File: src/rtl/mem_arb_pkg.sv
// Shared types and helpers for the N-port memory arbiter.
// Also used by the peripheral multiplexer's picker.
package mem_arb_pkg;

  localparam int ARB_FIXED = 0;
  localparam int ARB_RR    = 1;

  typedef enum logic {
    ARB_IDLE,
    ARB_BUSY
  } arb_state_t;

  function automatic logic [2:0] onehot_to_index(
    input logic [7:0] oh
  );
    logic [2:0] idx;
    idx = '0;
    for (int i = 0; i < 8; i++) begin
      if (oh[i]) idx = idx | 3'(i);
    end
    return idx;
  endfunction

endpackage

File: src/rtl/arb_picker.sv
// Combinational winner selection: fixed priority or
// round-robin starting at ptr.
module arb_picker
  import mem_arb_pkg::*;
#(
  parameter int PORTS = 4,
  parameter int MODE  = ARB_RR,
  localparam int IW   = (PORTS > 1) ? $clog2(PORTS) : 1
) (
  input  logic [PORTS-1:0] req,
  input  logic [IW-1:0]    ptr,
  output logic [IW-1:0]    winner,
  output logic             valid
);

  logic [2*PORTS-1:0] dbl;
  logic [PORTS-1:0]   rot;
  int                 base;

  // Rotate so that bit 0 is the port at ptr; first set bit wins.
  always_comb begin
    dbl    = {req, req};
    base   = 0;
    rot    = req;
    winner = '0;
    valid  = |req;
    if (MODE == ARB_RR) begin
      base = int'(ptr);
      rot  = PORTS'(dbl >> ptr);
    end
    for (int i = PORTS - 1; i >= 0; i--) begin
      if (rot[i]) winner = IW'((base + i) % PORTS);
    end
  end

endmodule

File: src/rtl/mem_arbiter_n.sv
// N-port arbiter in front of one SDRAM controller port.
// Optional burst watchdog: MEM_ARB_WATCHDOG_EN.
module mem_arbiter_n
  import mem_arb_pkg::*;
#(
  parameter int PORTS       = 4,
  parameter int ADDR_W      = 24,
  parameter int DATA_W      = 16,
  parameter int ROUND_ROBIN = 1,
  parameter int TIMEOUT     = 1024
) (
  input  logic                     clock,
  input  logic                     reset,
  input  logic [PORTS-1:0]         m_req,
  input  logic [PORTS*ADDR_W-1:0]  m_addr,
  input  logic [PORTS-1:0]         m_we,
  input  logic [PORTS*DATA_W-1:0]  m_wdata,
  output logic [PORTS-1:0]         m_grant,
  output logic [PORTS-1:0]         m_ack,
  output logic [DATA_W-1:0]        m_rdata,
  output logic                     s_req,
  output logic [ADDR_W-1:0]        s_addr,
  output logic                     s_we,
  output logic [DATA_W-1:0]        s_wdata,
  input  logic                     s_ack,
  input  logic [DATA_W-1:0]        s_rdata,
  input  logic                     last_word,
  output logic                     busy
`ifdef MEM_ARB_WATCHDOG_EN
  ,
  output logic                     wd_fault,
  output logic [2:0]               wd_port
`endif
);

  localparam int IW = (PORTS > 1) ? $clog2(PORTS) : 1;

  if (PORTS < 2 || PORTS > 8 || TIMEOUT < 2) begin : g_bad_cfg
    $error("mem_arbiter_n: unsupported parameters");
  end

  arb_state_t       state;
  logic [PORTS-1:0] grant;
  logic [IW-1:0]    ptr;
  logic [IW-1:0]    owner;
  logic [IW-1:0]    winner;
  logic [IW-1:0]    ptr_nxt;
  logic             valid;
  logic             rel;
  logic             wd_hit;
  logic [7:0]       grant8;

  arb_picker #(
    .PORTS (PORTS),
    .MODE  (ROUND_ROBIN)
  ) u_picker (
    .req    (m_req),
    .ptr    (ptr),
    .winner (winner),
    .valid  (valid)
  );

  always_comb begin
    grant8             = '0;
    grant8[PORTS-1:0]  = grant;
  end

  assign owner   = IW'(onehot_to_index(grant8));
  assign ptr_nxt = (owner == IW'(PORTS - 1)) ? '0 : owner + 1'b1;
  assign busy    = (state == ARB_BUSY);
  assign rel     = busy && (last_word || wd_hit);

  always_ff @(posedge clock or posedge reset) begin
    if (reset) begin
      state <= ARB_IDLE;
      grant <= '0;
      ptr   <= '0;
    end else begin
      unique case (state)
        ARB_IDLE: begin
          if (valid) begin
            grant <= PORTS'(1) << winner;
            state <= ARB_BUSY;
          end
        end
        ARB_BUSY: begin
          // Release always passes through one idle cycle.
          if (rel) begin
            grant <= '0;
            ptr   <= ptr_nxt;
            state <= ARB_IDLE;
          end
        end
      endcase
    end
  end

  always_comb begin
    m_grant = grant;
    m_rdata = s_rdata;
    s_req   = busy && |(m_req & grant);
    s_we    = busy && |(m_we & grant);
    m_ack   = (busy && s_ack) ? grant : '0;
    s_addr  = '0;
    s_wdata = '0;
    if (busy) begin
      s_addr  = m_addr[owner*ADDR_W +: ADDR_W];
      s_wdata = m_wdata[owner*DATA_W +: DATA_W];
    end
  end

`ifdef MEM_ARB_WATCHDOG_EN
  logic [15:0] wd_cnt;

  assign wd_hit   = busy && !last_word &&
                    (wd_cnt == 16'(TIMEOUT - 1));
  assign wd_fault = wd_hit;

  always_ff @(posedge clock or posedge reset) begin
    if (reset) begin
      wd_cnt  <= '0;
      wd_port <= '0;
    end else begin
      if (!busy) wd_cnt <= '0;
      else if (!last_word) wd_cnt <= wd_cnt + 1'b1;
      if (wd_hit) wd_port <= onehot_to_index(grant8);
    end
  end
`else
  assign wd_hit = 1'b0;
`endif

endmodule

File: config.mk
export PLATFORM = sky130hd
export DESIGN_NAME = mem_arbiter_n
export DESIGN_NICKNAME = d
export VERILOG_FILES = /design/src/rtl/mem_arb_pkg.sv /design/src/rtl/arb_picker.sv /design/src/rtl/mem_arbiter_n.sv
export SDC_FILE = /design/constraint.sdc
export NUM_CORES = 1
export LEC_CHECK = 0
export CORE_AREA = 4 4 96 98
export DETAILED_ROUTE_END_ITERATION = 10
export DIE_AREA = 0 0 100 102
export GPL_TIMING_DRIVEN = 0
export PLACE_DENSITY = 0.78
export SYNTH_ARGS = -nofsm -noshare
export SYNTH_HDL_FRONTEND = slang
export SYNTH_SLANG_ARGS = --single-unit
File: constraint.sdc
create_clock -name clock -period 1.75 [get_ports clock]
set_input_delay 0.35 -clock clock [delete_from_list [all_inputs] [get_ports clock]]
set_output_delay 0.35 -clock clock [all_outputs]
set_load 0.01 [all_outputs]
Word-level counts from Yosys, hierarchy flattened
Cells that the tools add are included.
{"block": "totals", "inputBits": 188, "regBits": 7, "wordCells": 44, "output_inout_bits": 67}
{"block": "op_classes", "bitwise": 3, "eq_ne": 3, "mul": 1, "shift": 4, "reduce_logical": 9, "mux": 17, "addsub": 4}
{"cell": "96-bit by 8-bit indexed part select with 24-bit output", "count": 1}
{"cell": "64-bit by 7-bit indexed part select with 16-bit output", "count": 1}
{"cell": "24-bit two-way mux", "count": 1}
{"cell": "16-bit two-way mux", "count": 1}
{"cell": "2-bit two-way mux", "count": 7}
{"cell": "4-bit two-way mux", "count": 3}
{"cell": "4-bit OR reduction", "count": 3}
{"cell": "4-bit AND", "count": 2}
{"cell": "4-bit case mux with 2 select lines", "count": 1}
{"cell": "8-bit by 2-bit right shift with 4-bit output", "count": 1}
{"cell": "2-bit by 1-bit adder with 2-bit output (second input constant)", "count": 2}
{"cell": "2-bit adder (second input constant)", "count": 2}
{"cell": "1-bit logical AND", "count": 4}
{"cell": "2-bit by 2-bit multiplier with 4-bit output (second input constant)", "count": 1}
{"cell": "2-bit by 1-bit != test with 1-bit output (second input constant)", "count": 2}
{"cell": "2-bit AND reduction", "count": 2}
{"cell": "1-bit by 2-bit left shift with 4-bit output (first input constant)", "count": 1}
{"cell": "1-bit two-way mux", "count": 3}
{"cell": "2-bit equality test (second input constant)", "count": 1}
{"cell": "1-bit case mux with 2 select lines", "count": 1}
{"cell": "1-bit NOT", "count": 1}

Longest topological paths before layout
{"block": "logic_depth", "depth_word": 8, "ltp_mapped": 6, "mapped_depth_nobuf": 4}

Cells and area by module
From an unflattened synthesis, not the netlist that was laid out.
{"block": "unflattened", "hier_cells": 306, "area_unflattened_um2": 1966.9}
{"mod": "mem_arbiter_n", "n_inst": 1, "area_each_um2": 1889.3, "cells_each": 291, "seq_area_each_um2": 175.2}
{"mod": "arb_picker", "n_inst": 1, "area_each_um2": 77.6, "cells_each": 15, "seq_area_each_um2": 0.0}

Least setup slack after synthesis
No wires, ideal clock.
{"block": "synth_path", "kind": "register -> output", "startpoint": "register grant[3], in the netlist m_grant[3]", "endpoint": "output port s_wdata[10]", "setup_slack_ns": 0.081, "path_stages_with_launch": 7, "n_path_buf": 3, "required_time_ns": 1.400, "arrival_time_ns": 1.319, "cell_sequence": "dfrtp_1 buf_2 or2_1 clkbuf_1 buf_2 nand3_1 and3_1"}
{"block": "synth_via", "elab_chain_cells": 3}
{"item": "from (decl)", "line_no": "mem_arbiter_n.sv:43", "text": "logic [PORTS-1:0] grant;"}
{"item": "from (signal assigned)", "line_no": "mem_arbiter_n.sv:82", "text": "grant <= PORTS'(1) << winner;"}
{"item": "2-bit two-way mux", "line_no": "mem_arb_pkg.sv:19", "text": "if (oh[i]) idx = idx | 3'(i);"}
{"item": "64-bit by 7-bit indexed part select with 16-bit output", "line_no": "mem_arbiter_n.sv:108", "text": "s_wdata = m_wdata[owner*DATA_W +: DATA_W];"}
{"item": "16-bit two-way mux", "line_no": "mem_arbiter_n.sv:106", "text": "if (busy) begin"}
{"item": "to (decl)", "line_no": "mem_arbiter_n.sv:24", "text": "output logic [DATA_W-1:0] s_wdata,"}
No other way between the ends.

Final worst setup path
{"block": "layout_path", "startpoint": "register grant[3], in the netlist m_grant[3]", "endpoint": "output port s_addr[13]"}
{"block": "layout_via", "elab_chain_cells": 4}
{"item": "2-bit two-way mux", "line_no": "mem_arb_pkg.sv:19"}
{"item": "2-bit by 2-bit multiplier with 4-bit output", "line_no": "mem_arbiter_n.sv:107", "text": "s_addr = m_addr[owner*ADDR_W +: ADDR_W];"}
{"item": "96-bit by 8-bit indexed part select with 24-bit output", "line_no": "mem_arbiter_n.sv:107"}
{"item": "24-bit two-way mux", "line_no": "mem_arbiter_n.sv:106"}
{"item": "to (decl)", "line_no": "mem_arbiter_n.sv:22", "text": "output logic [ADDR_W-1:0] s_addr,"}
No other way between the ends.

==> metrics.md <==
| Metric | Value |
|---|---|
| Status | `finished with violations` |
| Violations in the final reports | `setup timing` |
| Delay of the slowest cell on the worst path | `0.42 ns` |
| Most area-consuming cells after synthesis | `sky130_fd_sc_hd__mux2i_1, sky130_fd_sc_hd__nand2_1, sky130_fd_sc_hd__and3_1` |
| Antenna violations before repair | `0` |
| Max IR drop VDD | `0.430 mV` |
| Mapped Nets | `529` |
| Leading cell type by number of instances after synthesis | `sky130_fd_sc_hd__nand2_1` |
| Drt first-iter violations | `49` |
| Count of distinct cell types in the synthesized netlist | `28` |
| Met2 wire len | `6840 um` |
| Cell at the slowest stage of the critical path | `sky130_fd_sc_hd__dfrtp_2` |
| Minimum period implied by the final worst setup slack | `2.06 ns` |
| Global-route wire length before repair | `17300 um` |
| Number of sinks handled by clock tree synthesis | `7` |
| Pin count of the biggest net entering global routing | `11` |
| Mapped Avg Cell Area | `6.17 um^2` |
| Class of the tightest hold or removal check | `input pin to async pin` |
| Starting density of the core | `24.8%` |
| Horizontal extent of the die | `100 um` |
| Hold Violations, Final | `0` |
| Number of global-route vias before repair | `3487` |
| Final Cycle Share | `118%` |
| Top cell type by total area after synthesis | `sky130_fd_sc_hd__mux2i_1` |
| Critical Path RT | `1.40 ns` |
| Residual antenna-violating net count after detailed routing | `0` |
| Leak | `2.40 nW` |
| Area Overhead vs Synth | `166%` |
| Clk slew on worst S/H paths | `0.04 ns` |
| Number of warnings reported in the yosys synthesis log | `0` |
| #FFs+latches synth | `7` |
| I/O pin cnt | `255` |
| Ys flop type | `sky130_fd_sc_hd__dfrtp_1` |
| Routed met3 length | `1120 um` |
| Final Power | `5.11 mW` |
| EDFF count, synth | `0` |
| Cell area after technology mapping | `0.00210 mm^2` |
| Maximum level of the CTS H-tree | `1` |
| Fmax achieved | `485 MHz` |
| Max Cap Viol | `0` |
| Placer's final routability congestion estimate | `0.868` |
| Post-cts hold buffer count | `0` |
| Number of buffers created by CTS | `3` |
| Total overflow reported by the global router | `0` |
| Row count | `34` |
| Worst slack on hold paths | `0.364 ns` |
| Wire per inst | `17.9 um` |
| Skew-Pair Late Insertion Delay | `0.22 ns` |
| Critical Path Start Type | `flop` |
| Worst-Margin Slew | `0.485 ns` |
| Relative slew margins | `67.7%` |
| Mapped Cells | `341` |
| Vertical die dimension | `102 um` |
| P per Cell Area | `913 mW/mm^2` |
| RSZ-0062 raised after global routing | `true` |
| Total number of nets in the final design | `791` |
| Uppermost metal layer occupied by signal nets | `met4` |
| Standard cell area after detailed placement | `0.00462 mm^2` |
| Fillers | `713` |
| Critical path fanouts, max | `10` |
| Clk_skew | `0.00124 ns` |
| Ratio of cells with drive above 1 in the final layout | `38.9%` |
| Total Routing Usage GR | `21.0%` |
| Leading post-synthesis cells by instance count | `sky130_fd_sc_hd__nand2_1, sky130_fd_sc_hd__and3_1, sky130_fd_sc_hd__nand3_1` |
| Number of remaining DRC errors | `0` |
| CP endpoint kind | `output port` |
| Setup CP Type | `flop to output port` |
| Total of endpoints with negative setup slack in the final report | `42` |
| Slew Viols, Final | `0` |
| Final core utilization | `66.2%` |
| Post-route cell area | `0.00560 mm^2` |
| Ys async rst share | `100%` |
| Clock Tree Buf Depth | `2` |
| Die outline area | `0.0102 mm^2` |
| Clock Root Buffer | `sky130_fd_sc_hd__clkbuf_8` |
| Via density per instance | `4.99` |
| Number of iterations in the first detailed-routing pass | `5` |
| Routed WL | `12700 um` |
| Port buffer count | `238` |
| Detailed-placement wirelength estimate | `9430 um` |
| Detailed-route wire length on metal 1 | `4470 um` |
| Core footprint | `0.00847 mm^2` |
| CTS tree | `built` |
| Via count of the routed design | `3541` |
| Worst Slack Setup Final | `-0.312 ns` |
| Ordered cell list for the critical path | `buf_8 > or2_4 > buf_4 > nand3_2 > and3_4 > buf_6` |
| Portion of synthesized cell area occupied by the leading cell type | `20.0%` |
| Arrival time worst endpoint | `1.71 ns` |
| Sequential fraction of the synthesis area | `8.33%` |
| Diodes inserted | `0` |
==> cells in the final DEF, fill, tap and decap left out, drive strengths merged <==
cell type / n
clkdlybuf4s50: 190
buf: 97
nand2: 83
nand3: 44
and3: 44
mux2i: 42
o21ai: 40
clkbuf: 19
dfrtp: 7
o31ai: 5
dlymetal6s2s: 4
a22oi: 4
nor2: 4
a21oi: 3
inv: 2
a21boi: 2
or2: 2
nor4: 1
nand2b: 1
or3: 1
o21a: 1
o22ai: 1
o22a: 1
mux2: 1
nor3: 1
xnor2: 1
clkdlybuf4s15: 1
==> per-stage QoR <==
| step | TNS, ns | setup WS, ns | instances |
|---|---|---|---|
| after global placement | -33.71 | -0.830 | 687 |
| after floorplan | 0 | 0.0812 | 341 |
| after detailed placement | -34.13 | -0.853 | 687 |
| final | -10.38 | -0.312 | 710 |
| after CTS | -11.07 | -0.285 | 704 |
| after global routing | -12.85 | -0.360 | 710 |
==> what timing repair did <==
| action | in CTS | in global routing |
|---|---|---|
| buffers inserted | 10 | 4 |
| endpoints found under the hold margin | 0 | 0 |
| cloned | 4 | 2 |
| endpoints found under the setup margin | 46 | 45 |
| resized for setup | 312 | 133 |
| pin swaps | 66 | 46 |
==> flip-flops by register name, summed over array words and instances, names as in the netlist <==
name,count
busy,1
ptr,2
m_grant,4
==> worst paths after layout <==
check / start / end / slack [ns] / cells after the start
max in group asynchronous: reset / m_grant[2] / 1.15 / 2
hold / removal: reset / ptr[0] / 0.36 / 2
setup reg to reg: m_grant[1] / ptr[0] / 0.28 / 7
setup / recovery: m_grant[3] / s_addr[13] / -0.31 / 6
hold reg to reg: ptr[0] / ptr[0] / 0.55 / 1
min in group clock: ptr[0] / ptr[0] / 0.55 / 1
==> worst max-delay path, delay by kind of cell (launching register included) <==
kind / cells / cell delay (ns)
buffers and inverters: 3 / 0.47
and+or+nand+nor: 3 / 0.60
DFF: 1 / 0.42
==> power breakdown <==
| group | total [mW] | switching, mW | internal [mW] |
|---|---|---|---|
| Combinational | 4.62 | 2.08 | 2.53 |
| Sequential | 0.273 | 0.0640 | 0.209 |
| Clock | 0.223 | 0.0653 | 0.157 |
==> area by class of cell <==
cell class / count / area, um^2 / area share (%)
Timing Repair Buffer: 258 / 2590 / 46.2
Multi-Input combinational cell: 282 / 2190 / 39.1
Buffer: 49 / 457 / 8.15
Sequential cell: 7 / 179 / 3.19
Tap cell: 108 / 135 / 2.41
Clock buffer: 4 / 45.0 / 0.804
Inverter: 2 / 7.51 / 0.134
==> kinds of logic after synthesis <==
group / Yosys count / share of synthesized area (%)
AND/OR/NAND/NOR: 181 / 41.0
multiplexers: 43 / 20.5
AO/OA/AOI/OAI: 57 / 15.8
XOR/XNOR: 1 / 0.416
flip-flops: 7 / 8.33
buffers and inverters: 52 / 13.9
==> layer usage <==
metal	vias to the layer above	track usage, %
met2	179	40.9
met4	0	4.97
met1	1630	22.6
met5	-	0
li1	1708	-
met3	24	5.46
(Power assumes the default switching activity.)
